$ cat config.mk
export PLATFORM = sky130hd
export DESIGN_NAME = timer_ctrl_logic
export DESIGN_NICKNAME = d
export VERILOG_FILES = /design/src/rtl/timer_ctrl_logic.sv
export SDC_FILE = /design/constraint.sdc
export NUM_CORES = 1
export LEC_CHECK = 0
export CAP_MARGIN = 10
export CORE_ASPECT_RATIO = 1.75
export CORE_MARGIN = 5
export CORE_UTILIZATION = 40
export CTS_BUF_LIST = sky130_fd_sc_hd__clkbuf_4 sky130_fd_sc_hd__clkbuf_8 sky130_fd_sc_hd__clkbuf_16
export DETAILED_ROUTE_END_ITERATION = 10
export PLACE_DENSITY = 0.85
export SYNTH_ARGS = -nofsm -noshare
export SYNTH_HDL_FRONTEND = slang
export SYNTH_SLANG_ARGS = --single-unit
$ cat constraint.sdc
create_clock -name PCLK -period 1.9 [get_ports PCLK]
set_input_delay 0.19 -clock PCLK [delete_from_list [all_inputs] [get_ports PCLK]]
set_output_delay 0.19 -clock PCLK [all_outputs]
set_load 0.05 [all_outputs]
$ cat src/rtl/timer_ctrl_logic.sv
// timer_ctrl_logic: APB register block (TDR/TCR/TSR) and load/status control for the 8-bit timer.
// Optional TIMER_CTRL_IRQ_EN adds the TIER register at 0x03 and the irq output.
module timer_ctrl_logic #(
  parameter int WAIT_STATES = 1,
  parameter int ADDR_W = 8
) (
  input  logic              PCLK,
  input  logic              RST,
  input  logic              PSEL,
  input  logic              PENABLE,
  input  logic              PWRITE,
  input  logic [ADDR_W-1:0] PADDR,
  input  logic [7:0]        PWDATA,
  output logic [7:0]        PRDATA,
  output logic              PREADY,
  output logic              PSLVERR,
  input  logic              over_flow,
  input  logic              under_flow,
  output logic [7:0]        TDR,
  output logic [7:0]        TCR,
  output logic [1:0]        Clk_SEL,
  output logic              load,
  output logic              OVF_rst,
  output logic              UNDF_rst
`ifdef TIMER_CTRL_IRQ_EN
  ,
  output logic              irq
`endif
);
  typedef enum logic {IDLE, ACCESS} state_t;
  state_t state, state_nx;
  logic [1:0] cnt, cnt_nx;
  logic [1:0] tsr, flag_q, rise, clr;
  logic sel_tdr, sel_tcr, sel_tsr, sel_tier, hit, wr;
  logic [7:0] rdata;
`ifdef TIMER_CTRL_IRQ_EN
  logic [1:0] tier;
  assign sel_tier = PADDR == ADDR_W'(3);
`else
  assign sel_tier = 1'b0;
`endif
  always_comb begin
    state_nx = state;
    cnt_nx = '0;
    PREADY = 1'b0;
    if (state == IDLE) state_nx = (PSEL && !PENABLE) ? ACCESS : IDLE;
    else if (!PSEL) state_nx = IDLE;
    else if (cnt == WAIT_STATES[1:0]) begin
      PREADY = 1'b1;
      state_nx = IDLE;
    end
    else cnt_nx = cnt + 2'd1;
  end
  assign sel_tdr = PADDR == ADDR_W'(0);
  assign sel_tcr = PADDR == ADDR_W'(1);
  assign sel_tsr = PADDR == ADDR_W'(2);
  assign hit = sel_tdr | sel_tcr | sel_tsr | sel_tier;
  assign wr = PREADY & PWRITE & hit;
  assign PSLVERR = PREADY & ~hit;
  always_comb begin
    rdata = sel_tdr ? TDR : sel_tcr ? TCR : sel_tsr ? {6'b0, tsr} : 8'h00;
`ifdef TIMER_CTRL_IRQ_EN
    rdata = sel_tier ? {6'b0, tier} : rdata;
`endif
  end
  assign PRDATA = (PREADY && !PWRITE) ? rdata : 8'h00;
  assign Clk_SEL = TCR[1:0];
  // A same-cycle rising edge beats the W1C and swallows its clear pulse
  assign rise = {under_flow, over_flow} & ~flag_q;
  assign clr = (wr && sel_tsr) ? PWDATA[1:0] : 2'b00;
  always_ff @(posedge PCLK) begin
    if (!RST) begin
      state <= IDLE;
      cnt <= '0;
      flag_q <= '0;
      tsr <= '0;
      TDR <= '0;
      TCR <= '0;
      load <= 1'b0;
      OVF_rst <= 1'b0;
      UNDF_rst <= 1'b0;
`ifdef TIMER_CTRL_IRQ_EN
      tier <= '0;
      irq <= 1'b0;
`endif
    end else begin
      state <= state_nx;
      cnt <= cnt_nx;
      flag_q <= {under_flow, over_flow};
      tsr <= (tsr & ~clr) | rise;
      if (wr && sel_tdr) TDR <= PWDATA;
      if (wr && sel_tcr) TCR <= PWDATA & 8'hB3;
      load <= wr & ((sel_tcr & PWDATA[7]) | (sel_tdr & TCR[7]));
      {UNDF_rst, OVF_rst} <= clr & ~rise;
`ifdef TIMER_CTRL_IRQ_EN
      if (wr && sel_tier) tier <= PWDATA[1:0];
      irq <= |(tsr & tier);
`endif
    end
  end
endmodule
Word-level counts from Yosys, hierarchy flattened:

Cells that the tools add are included.

* ROM bits: 0
* flip-flop bits (word level): 23
* logic and storage cells: 54
* bits in writable memories: 0
* output and inout port bits: 31
* input bits: 23
* memories: 0
* latch bits: 0

* divide/modulo/power cells: 0
* multipliers: 0
* eq/ne operators: 3
* add/subtract/negate cells: 1
* bitwise operators: 20
* reductions and logical operators: 9
* order comparisons: 0
* shifts and indexed selects: 0
* mux-type cells: 12

Operators with widths (count)
* $mux 8: 3
* $eq 8x1->1 const B: 1
* $eq 8x2->1 const B: 1
* $logic_not 8->1: 1
* $mux 1: 7
* $and 1x1->1: 6
* $and 2x2->2: 3
* $not 2->2: 3
* $logic_and 1x1->1: 5
* $mux 2: 2
* $not 1->1: 4
* $reduce_or 4->1: 1
* $or 1x1->1: 3
* $add 2x1->2 const B: 1
* $eq 2x1->1 const B: 1
* $logic_not 1->1: 2
* $or 2x2->2: 1

Depth between registers and ports, before layout:

* depth in word-level cells: 11
* mapped depth: 8
* gate-level depth less buffers: 7

Worst setup path after synthesis:

No wires, ideal clock.

* kind: reg-to-output
* from: register cnt[0]
* to: output port PRDATA[4]
* arrival time: 2.757 ns
* stages on the path, launching flop included: 6
* slack: -1.047 ns
* path buffers: 0
* cell sequence: dfxtp_1 ha_1 nand3_1 inv_1 nand3_4 nor4_1

* cells in the longest elaborated chain, start to end: 6

Ends and longest elaborated chain
* start: declaration: line 32 `logic [1:0] cnt, cnt_nx;`
* start signal: assignment: line 88 `cnt <= cnt_nx;`
* $eq 2x1->1: line 48 `else if (cnt == WAIT_STATES[1:0]) begin`
* $mux 1: line 48
* $mux 1: line 47 `else if (!PSEL) state_nx = IDLE;`
* $mux 1: line 46 `if (state == IDLE) state_nx = (PSEL && !PENABLE) ? ACCESS : IDLE;`
* net PREADY: line 15 `output logic PREADY,`
* $logic_and 1x1->1: line 66 `assign PRDATA = (PREADY && !PWRITE) ? rdata : 8'h00;`
* $mux 8: line 66
* end: declaration: line 14 `output logic [7:0] PRDATA,`

The timed path passes the listed nets, and every way through them passes these cells.

Final worst setup path:

* from: register cnt[1]
* to: output port PRDATA[1]

* cells in the longest elaborated chain, start to end: 6

Ends and longest elaborated chain (line)
* $eq 2x1->1: 48
* $mux 1: 48
* $mux 1: 47
* $mux 1: 46
* $logic_and 1x1->1: 66
* $mux 8: 66

Every way passes these cells.

==> run summary <==
===============================================================================================
Launching point of the worst reg2reg path ........................................       cnt[1]
Count of max-cap constraint violations ...........................................            0
Worst-case clock buffer depth ....................................................            2
TritonCTS buffer count ...........................................................            3
Run status ....................................................................... finished clean
FF-to-FF path depth ..............................................................            9
Register bit total from synthesis ................................................           23
Clock latency reported for the late side of the worst-skew pair ..................      0.26 ns
# rows ...........................................................................           25
Critical Path RT .................................................................      1.71 ns
Number of enable-type register cells in the synthesized netlist ..................            0
Yosys warnings ...................................................................            0
Depth of the CTS H-tree ..........................................................            1
Area Overhead vs Synth ...........................................................       77.10%
Summed area of non-filler cells in the final layout ..............................     2003 um2
Critical Setup Path Class ........................................................ flip-flop to output port
Post-layout net count ............................................................          213
Worst IR Drop VDD ................................................................    0.4956 mV
Unrepaired setup endpoints after global routing ..................................          yes
DRC violations left ..............................................................            0
Number of instances in the synthesized netlist ...................................          128
Post-route fraction of the period consumed by the critical path ..................       0.9929
Relative slew margins ............................................................       0.6341
Path class of the lowest-slack min-delay path .................................... flip-flop to flip-flop
Vias per cell ....................................................................        5.330
Peak Freq ........................................................................    530.1 MHz
Slowest CP cell ..................................................................      dfxtp_2
Min Tclk post-route ..............................................................     1.887 ns
Final HPWL DP ....................................................................     2.736 mm
# diodes .........................................................................            0
First-pass GRT wire length .......................................................     5.823 mm
Slowest cell delay on critical path ..............................................      0.32 ns
Largest net degree at the start of global routing ................................           15
Endpoint kind of the worst setup timing path .....................................  output port
Via count of the first global-routing pass .......................................         1208
Boundary Pins ....................................................................           54
Count of cell types in the netlist ...............................................           33
Primary flip-flop cell chosen by synthesis mapping ...............................      dfxtp_1
Area of the die ..................................................................     4033 um2
Total power per unit cell area ................................................... 469.0 nW/um2
Clock skew .......................................................................  0.001593 ns
Cell breakdown of the critical path .............................................. inv_2 > ha_4 > nand3_4 > clkinvlp_4 > nand3_4 > buf_12 > buf_12 > nor3_4 > buf_12
Initial antenna violation count ..................................................            0
Cell family with most CP delay ................................................... buffers and inverters
Via total after detailed routing .................................................         1146
CTS tree .........................................................................         done
Routed len/inst ..................................................................     16.27 um
Total wirelength of the detailed-routed design ...................................     3.498 mm
Number of clock sinks seen by CTS ................................................           23
Detailed Routing Iterations Pass 1 ...............................................            4
Initial core utilization .........................................................       0.4156
Leakage ..........................................................................    0.7741 nW
Sequential cell area fraction in the yosys report ................................       0.4071
Final setup violation count ......................................................            0
Syn Area/Cell ....................................................................    8.837 um2
Final count of hold timing violations ............................................            0
CORE AREA ........................................................................     2721 um2
Critical Path Source .............................................................       cnt[1]
Most frequent cell on the critical path ..........................................       buf_12
Die span in y ....................................................................     80.35 um
Asr flop ratio synth .............................................................            0
Hold buffer count at cts .........................................................            0
Root buf cell ....................................................................     clkbuf_8
CP arrival .......................................................................      1.70 ns
Number of pins with negative max-slew slack in the final report ..................            0
Final Wtd Congestion .............................................................       0.7920
Netlist area before placement ....................................................     1131 um2
Placed cell area .................................................................     1881 um2
Sum of internal, switching and leakage power .....................................  0.0009395 W
Reg2reg setup slack ..............................................................      0.21 ns
Fill count .......................................................................          178
Drt initial violations ...........................................................           28
Crit. path cell count ............................................................            9
Overall die width ................................................................     50.20 um
Number of buffer and inverter stages on the critical path ........................            5
Share of cells above drive strength 1 ............................................       0.3032
Critical path fanouts, max .......................................................            5
Port Buffers .....................................................................           50
Clock input transition at the sequential cells of the worst setup and hold paths .      0.07 ns
Global routing usage summed across all routing layers ............................       0.1873
Worst-Margin Slew ................................................................    0.5471 ns
Depth of the worst hold-timing path ..............................................            1
Startpoint Class .................................................................    flip-flop
Worst reg2reg endpoint ...........................................................     UNDF_rst
Critical path capture point ......................................................    PRDATA[1]
Overall overflow remaining after global route ....................................            0
Antenna viol nets, final .........................................................            0
===============================================================================================
==> synth_stat cells, types with 2 or more instances <==
cell type | count | area share
nand3_1 | 15 | 0.066
mux2i_1 | 5 | 0.044
o21ai_0 | 2 | 0.0088
inv_1 | 4 | 0.013
nor4_1 | 5 | 0.028
buf_4 | 6 | 0.040
a21oi_1 | 5 | 0.022
o21ai_1 | 5 | 0.022
buf_2 | 3 | 0.013
and2_1 | 6 | 0.033
nor2b_1 | 5 | 0.028
o21ai_2 | 8 | 0.062
nor3_1 | 3 | 0.013
nor2_1 | 5 | 0.017
nand2_1 | 10 | 0.033
clkbuf_1 | 2 | 0.0066
dfxtp_1 | 23 | 0.41
==> worst min path at each step <==
| stage | from | endpoint | slack [ns] |
|---|---|---|---|
| 4_1_cts | cnt[0] | cnt[0] | 0.46 |
| 2_1_floorplan | over_flow | flag_q[0] | 0.31 |
| 3_3_place_gp | cnt[0] | cnt[0] | 0.41 |
| 3_5_place_dp | cnt[0] | cnt[0] | 0.45 |
| 6_report | cnt[0] | cnt[0] | 0.45 |
| 5_1_grt | cnt[0] | cnt[0] | 0.47 |
==> logic make-up after synthesis <==
logic type	after synthesis	share of synthesized area
AOI/OAI and AO/OA	22	0.1261
adders and majority gates	1	0.01106
buffers and inverters	17	0.08627
DFF	23	0.4071
muxes	5	0.04425
other	1	0.003315
and+or+nand+nor	59	0.3219
==> flip-flops by register name, indices dropped and copies added (netlist names) <==
register,cells
OVF_rst,1
state,1
UNDF_rst,1
TDR,8
cnt,2
flag_q,2
tsr,2
TCR,5
load,1
==> repair_timing <==
item                                    in CTS  in global routing
buffers inserted                             3                  1
endpoints found under the setup margin       8                  7
gates resized for setup                     10                  4
pin swaps                                    4                  1
endpoints found under the hold margin        0                  0
==> stage by stage <==
stage	util	TNS, ns	setup slack (ns)	hold slack, ns	instances
5_1_grt	0.7361	-0.2370	-0.06567	0.4706	215
6_report	0.7361	0	0.01345	0.4521	215
3_3_place_gp	0.6910	-0.1033	-0.02640	0.4074	207
4_1_cts	0.7310	-0.01880	-0.01880	0.4577	214
3_5_place_dp	0.6910	-0.1944	-0.04778	0.4536	207
2_1_floorplan	-	-0.07811	-0.03905	0.3117	130
==> where the power goes <==
group	switching [W]	leakage, nW	internal [W]
clock network	0.000145	0.0262	0.000164
registers	0.00000497	0.188	0.000489
logic	0.0000733	0.560	0.0000638
total	0.000223	0.774	0.000716
==> metal layers <==
layer / part of all wire / vias up / track usage
met1: 0.36 / 531 / 0.1957
met4: 0.039 / 0 / 0.09449
li1: - / 559 / -
met3: 0.059 / 13 / 0.03896
met5: 0 / - / 0
met2: 0.54 / 43 / 0.3388
==> worst register-to-register path: cells and delay by family, from the launching register on <==
kind,cells,cell delay (ns)
adder cells (fa/ha/maj),1,0.14
buffers and inverters,5,0.57
flip-flops,1,0.32
AND/OR/NAND/NOR,3,0.53
==> final cells by class <==
| type | count | area (um2) | area share |
|---|---|---|---|
| inverters | 4 | 18.77 | 0.009369 |
| flip-flops and latches | 23 | 462.9 | 0.2311 |
| multi-input cells | 90 | 688.2 | 0.3435 |
| well taps | 27 | 33.78 | 0.01686 |
| clock buffers | 4 | 48.80 | 0.02436 |
| repair buffers | 67 | 750.7 | 0.3748 |
==> cells in the final DEF, fill, tap and decap left out, types with 3 or more instances in the layout <==
master	synthesis	final
a21oi_1	5	5
and2_1	6	3
buf_12	0	12
buf_4	6	15
clkbuf_8	0	3
clkdlybuf4s50_1	0	35
conb_1	1	3
dfxtp_1	23	21
dlygate4sd2_1	0	4
mux2i_1	5	5
nand2_1	10	10
nand3_1	15	14
nor2_1	5	5
nor2b_1	5	5
nor4_4	1	5
o21ai_1	5	5
o21ai_2	8	8
No activity file was read; power rests on OpenSTA's default activity.
==> RTL change: new RTL, same settings <==
Register the output `PSLVERR`; this adds one clock of latency there. The other outputs are not delayed to match.
--- a/src/rtl/timer_ctrl_logic.sv
+++ b/src/rtl/timer_ctrl_logic.sv
@@ -57,5 +57,7 @@
   assign hit = sel_tdr | sel_tcr | sel_tsr | sel_tier;
   assign wr = PREADY & PWRITE & hit;
-  assign PSLVERR = PREADY & ~hit;
+  always_ff @(posedge PCLK) begin
+    PSLVERR <= PREADY & ~hit;
+  end
   always_comb begin
     rdata = sel_tdr ? TDR : sel_tcr ? TCR : sel_tsr ? {6'b0, tsr} : 8'h00;
Formal check against the unedited RTL: not equivalent (a bounded check fails within 4 cycles, from zero or initial values and one cycle with RST low).
==> RTL change against the original RTL <==
Area after synthesis grew 1.8%; total power grew 17%; setup slack gained 1.0 ps; wire length grew 2.9%; fmax is essentially flat; sequential cell count grew 1; register-to-register slack lost 140 ps; cell area grew 1.5%; largest cell class unchanged.
==> RTL change: results (changes against the original RTL) <==
Crit Reg-Reg Endpoint=TCR[7]$_SDFFE_PN0P_ (was UNDF_rst$_SDFF_PN0_); Max-slew headroom=65.4% (was 63.4%); Final #Nets=215 (was 213); sequential area share after synthesis=41.7% (was 40.7%); initial DRC count=19 (was 28); Setup crit start=PSEL (was cnt[1]$_SDFF_PP0_); Avg Vias per Cell=5.30 (was 5.33); GPL Wtd Cong=0.844 (was 0.792); Hold Path End=TDR[3]$_SDFFE_PN0P_ (was cnt[0]$_SDFF_PP0_); R2R setup slack=70 ps (was 210 ps); status=finished, final reports clean (unchanged); final clock skew=3.20 ps (was 1.59 ps); worst reg2reg path depth=12 (was 9); slowest stage delay, CP=580 ps (was 320 ps); area delta synth->final=76.6% (was 77.1%); largest net degree at the start of global routing=29 (was 15); origin of the worst min-delay path=PWDATA[3] (was cnt[0]$_SDFF_PP0_); critical path endpoint=PRDATA[4] (was PRDATA[1]); hpwl dp=2630 um (was 2740 um); maximum vdd ir drop=0.507 mV (was 0.496 mV); worst hold slack=483 ps (was 452 ps); CP max FO=7 (was 5); first-pass GRT wire length=5540 um (was 5820 um); Leak=0.778 nW (was 0.774 nW); share of layout cells above drive strength 1=30.5% (was 30.3%)
## RTL change: through the flow
stage / utilization, % / worst slack, ps / instance area, um^2 / TNS [ps] / std cells
floorplan: - / -39.1 / 1240 / -78.1 / 131
global placement: 68.4 / -9.25 / 1880 / -27.9 / 207
detailed placement: 68.4 / -88.7 / 1880 / -332 / 207
CTS: 72.8 / -33.6 / 2000 / -33.6 / 214
global route: 73.9 / -51.3 / 2030 / -236 / 217
finish: 73.9 / 14.4 / 2030 / 0 / 217
## RTL change: area by class of cell
| class | count | share of cell area [%] |
|---|---|---|
| Timing Repair Buffer | 68 | 36.1 |
| Clock buffer | 3 | 2.03 |
| Sequential cell | 24 | 23.8 |
| Tap cell | 27 | 1.66 |
| Clock inverter | 1 | 1.48 |
| Inverter | 4 | 0.923 |
| Multi-Input combinational cell | 90 | 34.0 |
## RTL change: what timing repair did
action                                  in CTS  in global routing
endpoints found under the setup margin       8                  6
resized for setup                            9                  4
pin swaps                                    4                  2
setup buffers                                3                  3
gates cloned                                 0                  0
## RTL change: cells by family (layout without fill, tap and decap cells)
family / after synthesis / in the layout / synth area share [%]
and+or+nand+nor: 59 / 59 / 31.6
DFF: 24 / 24 / 41.7
AOI/OAI and AO/OA: 22 / 22 / 12.4
buffers and inverters: 17 / 76 / 8.48
muxes: 5 / 5 / 4.35
adders and majority gates: 1 / 1 / 1.09
other: 1 / 3 / 0.326
## RTL change: power by group
group          switching, mW  leakage [nW]  internal [mW]
sequential           0.00466         0.196          0.510
combinational         0.0747         0.547         0.0640
clock                  0.169        0.0357          0.282
total                  0.249         0.778          0.855
## RTL change: per-layer routing
metal	up-vias	share of wire (%)	global-route usage [%]
met5	-	0	0
met4	0	0.78	4.09
met3	4	7.1	4.59
met2	39	54	31.0
met1	542	38	18.7
li1	565	-	-
